===== src/rtl/sobel_frame_controller.sv =====
// Frame sequencer ahead of the Sobel 3x3 window buffer: arms the buffer,
// gates pixels into it, tags returned windows with centre coords.
//
// Ports:
//   clk, rst         clock, synchronous active-low reset
//   start_i          begin a frame (IDLE only)
//   pix_valid_i/pix_i  upstream grayscale pixel stream
//   buf_clr_o        one-cycle buffer clear
//   buf_we_o/buf_data_o  registered pixel write to the buffer
//   win_done_i       window-ready strobe from the buffer
//   win_valid_o      window fully inside the image (1-cycle pulse)
//   win_x_o/win_y_o  window centre column/row
//   busy_o           frame in progress
//   frame_done_o     end-of-frame pulse
//   err_o            sticky protocol error, cleared on accepted start
module sobel_frame_controller #(
  parameter int IMG_W    = 640,
  parameter int IMG_H    = 480,
  parameter int CW       = 10,
  parameter int RW       = 9,
  parameter int DRAIN_TO = 64
) (
  input  logic          clk,
  input  logic          rst,
  input  logic          start_i,
  input  logic          pix_valid_i,
  input  logic [7:0]    pix_i,
  output logic          buf_clr_o,
  output logic          buf_we_o,
  output logic [7:0]    buf_data_o,
  input  logic          win_done_i,
  output logic          win_valid_o,
  output logic [CW-1:0] win_x_o,
  output logic [RW-1:0] win_y_o,
  output logic          busy_o,
  output logic          frame_done_o,
  output logic          err_o
);

  localparam int DW = $clog2(DRAIN_TO + 1);

  localparam logic [CW-1:0] COL_LAST = CW'(IMG_W - 1);
  localparam logic [RW-1:0] ROW_LAST = RW'(IMG_H - 1);
  // Window events begin on row 2, so the event row index is
  // the bottom row minus 2; its last value is IMG_H-3.
  localparam logic [RW-1:0] EV_LAST  = RW'(IMG_H - 3);
  localparam logic [DW-1:0] TO_LAST  = DW'(DRAIN_TO - 1);

  typedef enum logic [1:0] {
    IDLE,
    CLEAR,
    STREAM,
    DRAIN
  } state_t;

  state_t state_q, state_d;

  logic [CW-1:0] in_col_q, in_col_d;
  logic [RW-1:0] in_row_q, in_row_d;
  logic [CW-1:0] out_col_q, out_col_d;
  logic [RW-1:0] ev_row_q, ev_row_d;
  logic [DW-1:0] drain_q, drain_d;

  logic          we_q, we_d;
  logic [7:0]    data_q, data_d;
  logic          wv_q, wv_d;
  logic [CW-1:0] wx_q, wx_d;
  logic [RW-1:0] wy_q, wy_d;
  logic          done_q, done_d;
  logic          err_q, err_d;

  logic pix_ok;
  logic win_ok;
  logic last_pix;
  logic last_win;

  always_ff @(posedge clk) begin
    if (!rst) begin
      state_q   <= IDLE;
      in_col_q  <= '0;
      in_row_q  <= '0;
      out_col_q <= '0;
      ev_row_q  <= '0;
      drain_q   <= '0;
      we_q      <= 1'b0;
      data_q    <= '0;
      wv_q      <= 1'b0;
      wx_q      <= '0;
      wy_q      <= '0;
      done_q    <= 1'b0;
      err_q     <= 1'b0;
    end else begin
      state_q   <= state_d;
      in_col_q  <= in_col_d;
      in_row_q  <= in_row_d;
      out_col_q <= out_col_d;
      ev_row_q  <= ev_row_d;
      drain_q   <= drain_d;
      we_q      <= we_d;
      data_q    <= data_d;
      wv_q      <= wv_d;
      wx_q      <= wx_d;
      wy_q      <= wy_d;
      done_q    <= done_d;
      err_q     <= err_d;
    end
  end

  always_comb begin
    state_d   = state_q;
    in_col_d  = in_col_q;
    in_row_d  = in_row_q;
    out_col_d = out_col_q;
    ev_row_d  = ev_row_q;
    drain_d   = drain_q;
    we_d      = 1'b0;
    data_d    = data_q;
    wv_d      = 1'b0;
    wx_d      = wx_q;
    wy_d      = wy_q;
    done_d    = 1'b0;
    err_d     = err_q;

    pix_ok   = pix_valid_i && (state_q == STREAM);
    win_ok   = win_done_i &&
               ((state_q == STREAM) || (state_q == DRAIN));
    last_pix = (in_row_q == ROW_LAST) &&
               (in_col_q == COL_LAST);
    last_win = (ev_row_q == EV_LAST) &&
               (out_col_q == COL_LAST);

    unique case (state_q)
      IDLE: begin
        if (start_i) begin
          state_d = CLEAR;
          err_d   = 1'b0;
        end
      end
      CLEAR: begin
        in_col_d  = '0;
        in_row_d  = '0;
        out_col_d = '0;
        ev_row_d  = '0;
        drain_d   = '0;
        state_d   = STREAM;
      end
      STREAM: begin
        if (pix_ok && last_pix) begin
          state_d = DRAIN;
          drain_d = '0;
        end
      end
      DRAIN: begin
        if (win_ok && last_win) begin
          done_d  = 1'b1;
          state_d = IDLE;
        end else if (drain_q == TO_LAST) begin
          done_d  = 1'b1;
          err_d   = 1'b1;
          state_d = IDLE;
        end else begin
          drain_d = drain_q + DW'(1);
        end
      end
    endcase

    if (pix_ok) begin
      we_d   = 1'b1;
      data_d = pix_i;
      if (in_col_q == COL_LAST) begin
        in_col_d = '0;
        in_row_d = (in_row_q == ROW_LAST) ?
                   '0 : in_row_q + RW'(1);
      end else begin
        in_col_d = in_col_q + CW'(1);
      end
    end

    if (win_ok) begin
      // Centre is only computed for interior windows, so
      // out_col-1 never underflows.
      if (out_col_q >= CW'(2)) begin
        wv_d = 1'b1;
        wx_d = out_col_q - CW'(1);
        wy_d = ev_row_q + RW'(1);
      end
      if (out_col_q == COL_LAST) begin
        out_col_d = '0;
        ev_row_d  = (ev_row_q == EV_LAST) ?
                    '0 : ev_row_q + RW'(1);
      end else begin
        out_col_d = out_col_q + CW'(1);
      end
    end

    if (pix_valid_i && (state_q != STREAM))
      err_d = 1'b1;
    if (win_done_i &&
        ((state_q == IDLE) || (state_q == CLEAR)))
      err_d = 1'b1;
  end

  assign buf_clr_o    = (state_q == CLEAR);
  assign busy_o       = (state_q != IDLE);
  assign buf_we_o     = we_q;
  assign buf_data_o   = data_q;
  assign win_valid_o  = wv_q;
  assign win_x_o      = wx_q;
  assign win_y_o      = wy_q;
  assign frame_done_o = done_q;
  assign err_o        = err_q;

endmodule


===== config.mk =====
export PLATFORM = sky130hd
export DESIGN_NAME = sobel_frame_controller
export DESIGN_NICKNAME = d
export VERILOG_FILES = /design/src/rtl/sobel_frame_controller.sv
export SDC_FILE = /design/constraint.sdc
export NUM_CORES = 1
export LEC_CHECK = 0
export ABC_AREA = 0
export CAP_MARGIN = 20
export CORE_MARGIN = 10
export CORE_UTILIZATION = 45
export DETAILED_ROUTE_END_ITERATION = 8
export GPL_TIMING_DRIVEN = 0
export PLACE_DENSITY = 0.65
export SLEW_MARGIN = 20
export SYNTH_ARGS = -nofsm -noshare
export SYNTH_HDL_FRONTEND = slang
export SYNTH_SLANG_ARGS = --single-unit

===== constraint.sdc =====
create_clock -name clk -period 3.9 [get_ports clk]
set_input_delay 1.17 -clock clk [delete_from_list [all_inputs] [get_ports clk]]
set_output_delay 1.17 -clock clk [all_outputs]
set_load 0.01 [all_outputs]

==> out/metrics.csv <==
stage,metric,value,unit
status,status,completed,
floorplan,die_w,112,um
yosys,ys_seq_elements,78,
grt,grt_antenna_before_repair,0,
placed_design,globalplace.congestion,0.855,
setup_path,cp_slowest_cell,clkdlybuf4s50_1,
routing,drtPass1Iterations,4,
setup_path,critical_path.max_fanout,8,
yosys,async_flop_share,0,
setup_path,path_cells,"clkdlybuf4s50_1, o21a_1, and4_1, clkbuf_1, a21oi_1, a221oi_1, mux2i_1",
floorplan,core_area,8220,um^2
placed_design,port_buffers,44,
setup_path,critPathMaxStageDelay,0.59,ns
grt,grt_pass1_vias,3442,
yosys,ys.flop_type,dfxtp_1,
clock_network,clock-sinks,78,
sta,tns,0,ns
clock_network,post-cts-setup-buffers,0,
setup_path,start_kind,primary input,
clock_network,path_clk_slew,0.07,ns
sta,period_share,0.783,
clock_network,hold_buffers,0,
layout,area_growth,20.4,%
clock_network,cts.repair.resized,0,
routing,drc,0,
sta,holdWs,0.454,ns
layout,utilization,0.554,
sta,final_max_slew_viol_count,0,
routing,vias,3458,
floorplan,num_rows,33,
yosys,ys.warnings.count,0,
placed_design,hpwl,6800,um
setup_path,crit_arrival,3.32,ns
floorplan,ios,46,
routing,detail_route.iter0.violations,178,
routing,wl_per_cell,14.9,um
routing,ant_nets,0,
routing,vias_per_cell,5.55,
hold_path,hold_class,flop to flop,
hold_path,hold_path_depth,2,
yosys,netlist-cell-type-count,56,
grt,grt_overflow,0,
sta,fin_crit,3.05,ns
setup_path,r2r_slack,1.32,ns
clock_network,clk_latency,0.34,ns
placed_design,place_area,4350,um^2
layout,final_nets,539,
yosys,syn-num-nets,484,
placed_design,pre_cts_ws,0.514,ns
layout,final_area,4550,um^2
sta,skew,0.0122,ns
flow_run,drv_cap,0,
layout,drive_gt1_frac,0.0483,
power_and_ir_drop,vdd_drop_max,0.184,mV
grt,grt_max_degree,13,
setup_path,critPathKind,primary input to flop,
power_and_ir_drop,cellPowerDensity,389,nW/um^2
sta,worst_pin_slew,0.780,ns
clock_network,cts_tree,built,
clock_network,cts_buffers,9,
yosys,avgSynthCellArea,8.24,um^2
layout,layout_commonest_cell,dfxtp_1,
clock_network,cts-root-buf,clkbuf_8,
sta,max_freq,328,MHz
floorplan,die_h,112,um
setup_path,end_kind,flop,
setup_path,r2r_cells,8,
routing,finalWirelength,9280,um
setup_path,required,4.16,ns
floorplan,start_util,0.460,
sta,maxSlewHeadroom,0.476,
power_and_ir_drop,leakage,1.59,nW
layout,final_cell_mix,"78 x dfxtp_1, 58 x nor2_1, 50 x nand2_1",
yosys,syn-cell-area,3780,um^2
grt,grt_pass1_wl,16000,um
layout,num-fill-cells,782,
yosys,ys_seq_area_frac,0.413,
sta,rsz0062_at_grt,false,
sta,hold_viol_final,0,
layout,n_antenna_cell,0,
sta,finalSetupViolCount,0,
floorplan,dieArea,12500,um^2
sta,fin_ws,0.847,ns
clock_network,clockBufferDepth,2,
yosys,postSynthCellCount,459,
clock_network,htree_levels,3,
grt,track_usage,0.148,
yosys,synth_edf_count,0,
## power breakdown
group          leakage [nW]  switching, W  internal, W
Combinational         0.856      0.000194     0.000123
Clock                 0.102      0.000284     0.000328
Sequential            0.629     0.0000217     0.000819
## critical path: cells and delay by family
family / cells / cell delay, ns
mux: 1 / 0.22
buf+inv: 2 / 0.82
simple gates: 1 / 0.19
compound gates: 3 / 0.92
## sequential cells by signal, summed over array words and instances (netlist names)
name / flops
buf_we_o: 1
drain_q: 7
win_y_o: 9
ev_row_q: 9
out_col_q: 10
buf_data_o: 8
frame_done_o: 1
err_o: 1
win_valid_o: 1
in_col_q: 10
in_row_q: 9
win_x_o: 10
state_q: 2
## layout make-up
type | count | area (um^2) | share of cell area
tap | 105 | 131 | 0.0289
sequential | 78 | 1560 | 0.343
timing repair buffer | 44 | 440 | 0.0968
clock inverter | 3 | 43.8 | 0.00962
clock buffer | 12 | 155 | 0.0341
inverter | 16 | 60.1 | 0.0132
multi-input combinational | 339 | 2060 | 0.452
buffer | 26 | 104 | 0.0228
## Yosys cell counts (8+ instances only)
| cell | instances | share of area |
|---|---|---|
| nand3_1 | 21 | 0.028 |
| ha_1 | 12 | 0.040 |
| clkbuf_1 | 19 | 0.019 |
| nand2_1 | 50 | 0.050 |
| nor2_1 | 58 | 0.058 |
| a211oi_1 | 17 | 0.034 |
| dfxtp_1 | 78 | 0.41 |
| a311oi_1 | 8 | 0.019 |
| o21ai_0 | 14 | 0.019 |
| a21oi_1 | 25 | 0.033 |
| nor3_1 | 20 | 0.026 |
| xnor2_1 | 14 | 0.032 |
| inv_1 | 16 | 0.016 |
## worst paths after layout
kind                                end                       start
max             state_q[1]$_SDFFE_PN0P_                  win_done_i
min          buf_data_o[7]$_SDFFE_PN0P_  buf_data_o[7]$_SDFFE_PN0P_
max reg2reg     state_q[1]$_SDFFE_PN0P_     state_q[1]$_SDFFE_PN0P_
min reg2reg  buf_data_o[7]$_SDFFE_PN0P_  buf_data_o[7]$_SDFFE_PN0P_
## logic make-up (layout without fill, tap and decap cells)
group,Yosys count,count (layout),synth area share
and+or+nand+nor,194,194,0.247
buffers and inverters,42,101,0.0433
adders and majority gates,12,12,0.0397
DFF,78,78,0.413
xor gates and xnor gates,21,21,0.0486
AOI/OAI and AO/OA,108,108,0.197
muxes,4,4,0.0109
## per-layer routing
| layer | part of all wire | vias up | global-route usage |
|---|---|---|---|
| li1 | - | 1758 | - |
| met1 | 0.47 | 1630 | 0.180 |
| met2 | 0.47 | 61 | 0.247 |
| met3 | 0.045 | 9 | 0.0333 |
| met4 | 0.0094 | 0 | 0.0548 |
| met5 | 0 | - | 0 |
## stage by stage
step | total power [W] | cells
floorplan | 0.00105 | 459
global placement | 0.00117 | 608
detailed placement | 0.00118 | 608
CTS | 0.00179 | 623
global route | 0.00186 | 623
finish | 0.00177 | 623
(Power assumes the default switching activity.)
